### src/rtl/elastic_buffer_pkg.sv
// Shared definitions for the RX elastic buffer read side.
// Contents: 8b/10b COM/SKP codes (both disparities), pointer-width
// derivation, buffer mode encodings, SKP scheduler FSM state type and a
// saturating subtract helper for the fill-level thresholds.
package elastic_buffer_pkg;

    localparam logic [9:0] K28_5_RDN = 10'h0FA;  // COM, RD-
    localparam logic [9:0] K28_5_RDP = 10'h305;  // COM, RD+
    localparam logic [9:0] K28_0_RDN = 10'h0F4;  // SKP, RD-
    localparam logic [9:0] K28_0_RDP = 10'h30B;  // SKP, RD+

    typedef enum logic {
        MODE_NOMINAL_EMPTY = 1'b0,
        MODE_HALF_FULL     = 1'b1
    } eb_mode_e;

    typedef enum logic [1:0] {
        ST_IDLE     = 2'd0,
        ST_IN_OS    = 2'd1,
        ST_ADJ_DONE = 2'd2
    } skp_state_e;

    // Pointers carry one extra wrap bit so full and empty are distinguishable.
    function automatic int eb_ptr_width(input int depth);
        return $clog2(depth) + 1;
    endfunction

    function automatic int eb_sat_sub(input int a, input int b);
        return (a > b) ? (a - b) : 0;
    endfunction

endpackage

### src/rtl/elastic_buffer_skp_controller_gray_to_bin.sv
// Gray-to-binary converter, counterpart of binToGray.
// Ports: gray_i - gray-coded value, bin_o - binary equivalent.
module gray_to_bin #(
    parameter int WIDTH = 5
) (
    input  logic [WIDTH-1:0] gray_i,
    output logic [WIDTH-1:0] bin_o
);

    // Each binary bit is the XOR of all gray bits at and above it.
    always_comb begin
        bin_o = '0;
        for (int unsigned i = 0; i < WIDTH; i++) begin
            bin_o[i] = ^(gray_i >> i);
        end
    end

endmodule

### src/rtl/elastic_buffer_skp_controller.sv
// Read-side scheduler for the RX elastic buffer. Compares fill level with a
// mode-dependent target and inserts or deletes one SKP per SKP ordered set
// to absorb clock drift.
// Ports:
//   read_clk, rst       - read clock, synchronous active-high reset
//   buffer_mode         - 1 half-full target, 0 nominal-empty target
//   gray_write_pointer  - synchronized gray write pointer (PW bits)
//   read_address        - binary read pointer (PW bits)
//   head_symbol         - entry at read pointer; next_symbol - entry after it
//   rd_step             - read pointer increment this cycle (0/1/2)
//   data_out/data_valid - registered output symbol and qualifier
//   empty               - fill level is zero (combinational)
//   skp_added/removed   - registered one-cycle adjustment pulses
//   fill_level          - registered occupancy
module elastic_buffer_skp_controller
    import elastic_buffer_pkg::*;
#(
    parameter int                    DATA_WIDTH   = 10,
    parameter int                    BUFFER_DEPTH = 16,
    parameter int                    HALF_TARGET  = 8,
    parameter int                    EMPTY_TARGET = 2,
    parameter int                    HYST         = 2,
    parameter logic [DATA_WIDTH-1:0] COM_RDN      = K28_5_RDN,
    parameter logic [DATA_WIDTH-1:0] COM_RDP      = K28_5_RDP,
    parameter logic [DATA_WIDTH-1:0] SKP_RDN      = K28_0_RDN,
    parameter logic [DATA_WIDTH-1:0] SKP_RDP      = K28_0_RDP,
    localparam int                   PW           = eb_ptr_width(BUFFER_DEPTH)
) (
    input  logic                  read_clk,
    input  logic                  rst,
    input  logic                  buffer_mode,
    input  logic [PW-1:0]         gray_write_pointer,
    input  logic [PW-1:0]         read_address,
    input  logic [DATA_WIDTH-1:0] head_symbol,
    input  logic [DATA_WIDTH-1:0] next_symbol,
    output logic [1:0]            rd_step,
    output logic [DATA_WIDTH-1:0] data_out,
    output logic                  data_valid,
    output logic                  empty,
    output logic                  skp_added,
    output logic                  skp_removed,
    output logic [PW-1:0]         fill_level
);

    localparam logic [PW:0] HALF_HI  = (PW+1)'(HALF_TARGET + HYST);
    localparam logic [PW:0] HALF_LO  = (PW+1)'(eb_sat_sub(HALF_TARGET, HYST));
    localparam logic [PW:0] EMPTY_HI = (PW+1)'(EMPTY_TARGET + HYST);
    localparam logic [PW:0] EMPTY_LO = (PW+1)'(eb_sat_sub(EMPTY_TARGET, HYST));

    logic [PW-1:0]         wbin;
    logic [PW-1:0]         level;
    logic [PW:0]           level_x;
    logic [PW:0]           thr_hi;
    logic [PW:0]           thr_lo;
    logic                  want_rm;
    logic                  want_add;
    logic                  is_com;
    logic                  is_skp;
    logic                  next_is_skp;
    logic [1:0]            step_c;

    skp_state_e            state_q, state_d;
    logic [DATA_WIDTH-1:0] data_q, data_d;
    logic                  valid_q, valid_d;
    logic                  add_q, add_d;
    logic                  rm_q, rm_d;
    logic [PW-1:0]         fill_q;

    gray_to_bin #(.WIDTH(PW)) u_gray_to_bin (
        .gray_i (gray_write_pointer),
        .bin_o  (wbin)
    );

    // Modulo subtraction: equal low bits with differing MSB yields BUFFER_DEPTH.
    assign level   = wbin - read_address;
    assign level_x = {1'b0, level};

    assign thr_hi   = (buffer_mode == MODE_HALF_FULL) ? HALF_HI : EMPTY_HI;
    assign thr_lo   = (buffer_mode == MODE_HALF_FULL) ? HALF_LO : EMPTY_LO;
    assign want_rm  = level_x > thr_hi;
    assign want_add = level_x < thr_lo;

    assign is_com      = (head_symbol == COM_RDN) || (head_symbol == COM_RDP);
    assign is_skp      = (head_symbol == SKP_RDN) || (head_symbol == SKP_RDP);
    assign next_is_skp = (next_symbol == SKP_RDN) || (next_symbol == SKP_RDP);

    // With an empty buffer the head entry is stale: hold the pointer, emit
    // nothing and leave the ordered-set tracking untouched.
    always_comb begin
        state_d = state_q;
        step_c  = 2'd0;
        data_d  = data_q;
        valid_d = 1'b0;
        add_d   = 1'b0;
        rm_d    = 1'b0;
        if (level != '0) begin
            step_c  = 2'd1;
            data_d  = head_symbol;
            valid_d = 1'b1;
            unique case (state_q)
                ST_IDLE: begin
                    if (is_com) state_d = ST_IN_OS;
                end
                ST_IN_OS: begin
                    if (is_skp) begin
                        // Deleting needs a second SKP behind the head so one survives.
                        if (want_rm && next_is_skp && (level > PW'(1))) begin
                            step_c  = 2'd2;
                            rm_d    = 1'b1;
                            state_d = ST_ADJ_DONE;
                        end else if (want_add) begin
                            step_c  = 2'd0;
                            add_d   = 1'b1;
                            state_d = ST_ADJ_DONE;
                        end
                    end else if (!is_com) begin
                        state_d = ST_IDLE;
                    end
                end
                ST_ADJ_DONE: begin
                    if (is_com)       state_d = ST_IN_OS;
                    else if (!is_skp) state_d = ST_IDLE;
                end
                default: state_d = ST_IDLE;
            endcase
        end
    end

    assign rd_step = rst ? 2'd0 : step_c;
    assign empty   = !rst && (level == '0);

    always_ff @(posedge read_clk) begin
        if (rst) begin
            state_q <= ST_IDLE;
            data_q  <= '0;
            valid_q <= 1'b0;
            add_q   <= 1'b0;
            rm_q    <= 1'b0;
            fill_q  <= '0;
        end else begin
            state_q <= state_d;
            data_q  <= data_d;
            valid_q <= valid_d;
            add_q   <= add_d;
            rm_q    <= rm_d;
            fill_q  <= level;
        end
    end

    assign data_out    = data_q;
    assign data_valid  = valid_q;
    assign skp_added   = add_q;
    assign skp_removed = rm_q;
    assign fill_level  = fill_q;

endmodule
### config.mk
export PLATFORM = sky130hd
export DESIGN_NAME = elastic_buffer_skp_controller
export DESIGN_NICKNAME = d
export VERILOG_FILES = /design/src/rtl/elastic_buffer_pkg.sv /design/src/rtl/elastic_buffer_skp_controller_gray_to_bin.sv /design/src/rtl/elastic_buffer_skp_controller.sv
export SDC_FILE = /design/constraint.sdc
export NUM_CORES = 1
export LEC_CHECK = 0
export CORE_MARGIN = 3
export CORE_UTILIZATION = 35
export DETAILED_ROUTE_END_ITERATION = 10
export PLACE_DENSITY = 0.79
export SLEW_MARGIN = 20
export SYNTH_ARGS = -nofsm -noshare
export SYNTH_HDL_FRONTEND = slang
export SYNTH_SLANG_ARGS = --single-unit
### constraint.sdc
create_clock -name read_clk -period 12.8 [get_ports read_clk]
set_clock_uncertainty 0.15 [all_clocks]
set_input_delay 2.56 -clock read_clk [delete_from_list [all_inputs] [get_ports read_clk]]
set_output_delay 2.56 -clock read_clk [all_outputs]
set_load 0.02 [all_outputs]
## Word-level counts from Yosys, hierarchy flattened

Index checks and enable logic that the tools add are counted.

| word-level totals | value |
|---|---|
| bits in registers | 20 |
| latch bits | 0 |
| RAM bits | 0 |
| memory bits (read-only) | 0 |
| input bits | 33 |
| output and inout port bits | 21 |
| logic and storage cells | 62 |
| memories | 0 |

| operators by class | value |
|---|---|
| $add $sub $neg | 1 |
| multipliers | 0 |
| div/mod/pow operators | 0 |
| magnitude comparators | 3 |
| eq/ne operators | 12 |
| shifts and indexed selects | 0 |
| mux-type cells | 19 |
| bitwise operators | 3 |
| reductions and logical operators | 18 |

Operator list:

| cell | number |
|---|---|
| == test 10 bit, second input constant | 3 |
| == test 10 x 8 -> 1 bit, second input constant | 3 |
| XOR reduction 5 bit | 5 |
| two-way mux 2 bit | 12 |
| inequality test 3 bit, second input constant | 2 |
| one-hot mux 2 bit (3 select lines) | 1 |
| greater-than comparator 5 x 1 -> 1 bit, second input constant | 1 |
| greater-than comparator 5 x 4 -> 1 bit | 1 |
| logical NOT 5 bit | 1 |
| less-than comparator 5 x 3 -> 1 bit | 1 |
| AND reduction 5 bit | 1 |
| nonzero test 5 bit | 1 |
| OR reduction 5 bit | 1 |
| subtractor 5 bit | 1 |
| two-way mux 1 bit | 4 |
| two-way mux 4 bit | 1 |
| inequality test 4 bit, second input constant | 1 |
| OR reduction 4 bit | 1 |
| logical AND 1 bit | 3 |
| logical OR 1 bit | 3 |
| two-way mux 3 bit | 1 |
| inverter 1 bit | 3 |
| == test 2 x 1 -> 1 bit, second input constant | 1 |
| == test 2 bit, second input constant | 1 |
| 3 further kinds | 3 |

## Logic depth before layout (Yosys ltp)

| depth | value |
|---|---|
| depth in word-level cells | 10 |
| depth in mapped cells | 15 |

## By module

A second synthesis with hierarchy kept.

| second synthesis, totals | value |
|---|---|
| cells, all modules | 142 |
| area total of the unflattened synthesis | 1,345.0 µm² |

By module, submodules not included:

| module | instances | cells each | area an instance (µm²) | sequential area each (µm²) |
|---|---|---|---|---|
| elastic_buffer_skp_controller | 1 | 136 | 1,272.5 | 400.4 |
| gray_to_bin | 1 | 6 | 72.6 | 0.0 |

## Least setup slack after synthesis

No wires, ideal clock.

| timing | value |
|---|---|
| kind | input to output |
| from | input gray_write_pointer[3] |
| to | output rd_step[1] |
| arrival | 5.883 ns |
| required time | 10.090 ns |
| slack | 4.207 ns |
| stages | 14 |
| buffers on the path | 0 |
| cells stage by stage | xor2_1 > xor2_1 > xor2_1 > xnor2_1 > ha_1 > inv_1 > fa_1 > xor2_1 > ha_1 > o21bai_1 > a21oi_1 > a211o_1 > a21oi_1 > nor3b_1 |

| between the ends | value |
|---|---|
| word-level cells in the longest chain between the ends | 10 |
| elaborated cells on any way between the ends | 15 |
| classes of those cells | add/sub (1); order compare (2); mux (5); reduce/logical (7) |

Ends and longest elaborated chain:

| what | line | RTL |
|---|---|---|
| from (decl) | elastic_buffer_skp_controller.sv:32 | `input logic [PW-1:0] gray_write_pointer,` |
| XOR reduction 5 bit | elastic_buffer_skp_controller_gray_to_bin.sv:14 | `bin_o[i] = ^(gray_i >> i);` |
| subtractor 5 bit * | elastic_buffer_skp_controller.sv:75 | `assign level = wbin - read_address;` |
| via level[2] | elastic_buffer_skp_controller.sv:51 | `logic [PW-1:0] level;` |
| greater-than comparator 5 x 4 -> 1 bit | elastic_buffer_skp_controller.sv:80 | `assign want_rm = level_x > thr_hi;` |
| logical AND 1 bit (2 in a row) | elastic_buffer_skp_controller.sv:107 | `if (want_rm && next_is_skp && (level > PW'(1))) begin` |
| two-way mux 2 bit | elastic_buffer_skp_controller.sv:107 |  |
| two-way mux 2 bit | elastic_buffer_skp_controller.sv:105 | `if (is_skp) begin` |
| two-way mux 2 bit | elastic_buffer_skp_controller.sv:100 | `unique case (state_q)` |
| two-way mux 2 bit * | elastic_buffer_skp_controller.sv:96 | `if (level != '0) begin` |
| two-way mux 2 bit * | elastic_buffer_skp_controller.sv:129 | `assign rd_step = rst ? 2'd0 : step_c;` |
| to (decl) | elastic_buffer_skp_controller.sv:36 | `output logic [1:0] rd_step,` |

The timed path passes the listed nets; every way through them passes the cells marked *.

## Worst setup path after layout

| timing | value |
|---|---|
| from | input gray_write_pointer[4] |
| to | output rd_step[1] |

Same word-level chain as after synthesis.

==> flow_metrics.py <==
metrics = {
    "floorplanning": {
        "core_area_um2": 3100,
        "initial_utilization": 0.371,
        "rows": 20,
        "die-area_um2": 4010,
        "die_h_um": 63.3,
        "die_x_um": 63.3,
        "boundaryPins": 54,
    },
    "cells_and_area": {
        "final_nets": 219,
        "nFillCells": 284,
        "antennaDiodeCount": 0,
        "instances_no_fill": 220,
        "fin_area_um2": 1750,
        "synthToLayoutAreaGrowth_pct": 52.6,
        "drive_gt1_frac": 0.0568,
        "regArea_um2": 400,
        "post-route-util": 0.565,
        "multiInputGateArea_um2": 694,
    },
    "logic_synthesis": {
        "synthesis.area_um2": 1150,
        "synth-seq-cells": 20,
        "seq_area_frac_synth": 0.348,
        "netlist_instances": 123,
        "yosysWarnings": 0,
        "synth_edf_count": 0,
        "yosysUniqueCellTypes": 41,
        "synth_flop_cell": "dfxtp_1",
        "synth_nets": 165,
        "synth-async-reset-ratio": 0,
        "syn_area_per_cell_um2": 9.35,
    },
    "min_path": {
        "hold_end": "state_q[0]",
        "worstHoldStart": "state_q[0]",
        "hp-class": "register to register",
        "min_path_cells": 1,
    },
    "sta": {
        "grt_setup_unrepaired": "false",
        "layout_min_cycle_time_ps": 9730,
        "timing.final.crit_share": 0.760,
        "finalMaxSlewViolations": 0,
        "worst_pin_slew_ps": 777,
        "setup_viol": 0,
        "fin_tns_setup_ps": 0,
        "max_slew_margin": 0.482,
        "hold_violations": 0,
        "fmax_ghz": 0.103,
    },
    "power": {
        "vdd_drop_max_v": 0.0000424,
        "total_power_uw": 199,
        "power_density_nw_per_um2": 114,
        "p_leak_nw": 0.668,
    },
    "run_status": {
        "status": "complete, no violations",
    },
    "drt": {
        "post_drt_wl_per_cell_um": 12.4,
        "totalWireLength_mm": 2.72,
        "first_iter_violations": 17,
        "drt-pass1-iter-count": 4,
        "drc": 0,
        "routed_via_density": 4.92,
        "ant_nets": 0,
        "num_vias": 1083,
    },
    "worst_setup_path": {
        "cp-start-kind": "primary input",
        "critPathArrivalTime_ps": 7020,
        "reg2reg_depth": 4,
        "r2r-start": "state_q[0]",
        "required_ps": 10090,
        "worst-setup-path-type": "primary input to output pin",
        "r2r_setup_slack_ps": 11100,
        "r2r-end": "state_q[0]",
        "crit_path_end_kind": "output pin",
        "path_max_fanout": 6,
    },
    "global_routing": {
        "grt_overflow_total": 0,
        "grtUsageTotal": 0.134,
        "grt_pass1_wl_mm": 4.37,
        "grt_pass1_vias": 1050,
        "antenna_found_initial": 0,
        "grt_max_degree": 23,
    },
    "clock_tree": {
        "cts.path.max_buffers": 2,
        "path_clk_slew_ps": 110,
        "ctsResizeCount": 0,
        "postCtsSetupBuffers": 0,
        "cts_buffers": 3,
        "insertion_delay_ps": 300,
        "cts_root_buf": "clkbuf_4",
        "cts-htree-levels": 1,
        "cts_tree": "built",
        "cts_sinks": 20,
        "ctsHoldBuffers": 0,
    },
    "placement": {
        "placed_cells": 216,
        "gp_congestion": 0.704,
        "numPortBuffers": 53,
        "dpl.hpwl_mm": 2.27,
        "placed_cell_area_um2": 1720,
    },
    "flow_run": {
        "cap_violations": 0,
    },
}
[logic make-up (layout without fill, tap and decap cells)]
| logic type | Yosys count | count (layout) | share of synthesized area |
|---|---|---|---|
| compound gates | 19 | 19 | 0.123 |
| xor+xnor | 8 | 8 | 0.0609 |
| fa+ha+maj | 9 | 9 | 0.104 |
| buf+inv | 14 | 67 | 0.0479 |
| flops | 20 | 20 | 0.348 |
| mux | 10 | 10 | 0.0871 |
| simple gates | 43 | 43 | 0.229 |
[cell usage in the layout, fill, tap and decap left out, types with 5 or more instances in the layout]
| cell | synthesis | layout |
|---|---|---|
| a21oi_1 | 5 | 5 |
| dfxtp_1 | 20 | 20 |
| xor2_1 | 5 | 5 |
| mux2i_1 | 10 | 10 |
| nor2_1 | 17 | 17 |
| ha_1 | 8 | 8 |
| inv_1 | 10 | 10 |
| clkdlybuf4s50_1 | 0 | 53 |
[sequential cells by signal, summed over array words and instances, names as in the netlist]
register     flops
fill_level       5
skp_added        1
data_out        10
data_valid       1
state_q          2
skp_removed      1
[report_power, final]
part | leakage (nW) | internal [mW] | switching, mW
clock | 0.0210 | 0.0174 | 0.0192
sequential | 0.166 | 0.0702 | 0.00352
combinational | 0.481 | 0.0444 | 0.0448
total | 0.668 | 0.132 | 0.0675
[metal layers]
| layer | GRT usage | up-vias | routed length, µm | part of all wire |
|---|---|---|---|---|
| li1 | - | 545 | - | - |
| met1 | 0.152 | 499 | 1140 | 0.42 |
| met2 | 0.244 | 35 | 1360 | 0.50 |
| met3 | 0.0321 | 4 | 189 | 0.069 |
| met4 | 0.0485 | 0 | 34 | 0.012 |
| met5 | 0 | - | 0 | 0 |
[synthesized netlist by cell type (all sizes together), types with 3 or more instances]
| cell | count | share of area |
|---|---|---|
| a21oi | 5 | 0.022 |
| dfxtp | 20 | 0.35 |
| ha | 8 | 0.087 |
| inv | 10 | 0.033 |
| mux2i | 10 | 0.087 |
| nor2 | 17 | 0.055 |
| nor3b | 3 | 0.020 |
| nor4 | 3 | 0.016 |
| xnor2 | 3 | 0.023 |
| xor2 | 5 | 0.038 |
[per-stage QoR]
stage	setup WS (ps)	hold WS, ps
after CTS	3030	352
after global routing	2700	389
after global placement	3230	296
after detailed placement	3040	337
final	3070	354
after floorplan	4210	281
[how the worst max path moves through the flow]
stage | start | slack [ps] | cells past startpoint | endpoint
after floorplan | gray_write_pointer[3] | 4210 | 14 | rd_step[1]
after global placement | gray_write_pointer[4] | 3230 | 16 | rd_step[1]
after detailed placement | gray_write_pointer[4] | 3040 | 16 | rd_step[1]
after CTS | gray_write_pointer[4] | 3030 | 16 | rd_step[1]
after global routing | gray_write_pointer[4] | 2700 | 16 | rd_step[1]
final | gray_write_pointer[4] | 3070 | 16 | rd_step[1]
[worst max-delay path, cell delays in order]
cell and delay [ps]:
clkdlybuf4s50_1 500, xor2_1 220, xor2_1 240, xor2_1 340, xnor2_1 180, ha_1 190
inv_1 50, fa_1 390, xor2_1 300, ha_1 320, o21bai_1 160, a21oi_1 80
a211o_1 260, a21oi_1 340, nor3b_1 250, clkdlybuf4s50_1 650
[area by class of cell]
class	count	area share
well taps	44	0.0314
multi-input cells	89	0.396
flip-flops and latches	20	0.228
inverters	10	0.0214
clock buffers	4	0.0207
repair buffers	53	0.302
(Power assumes the default switching activity.)
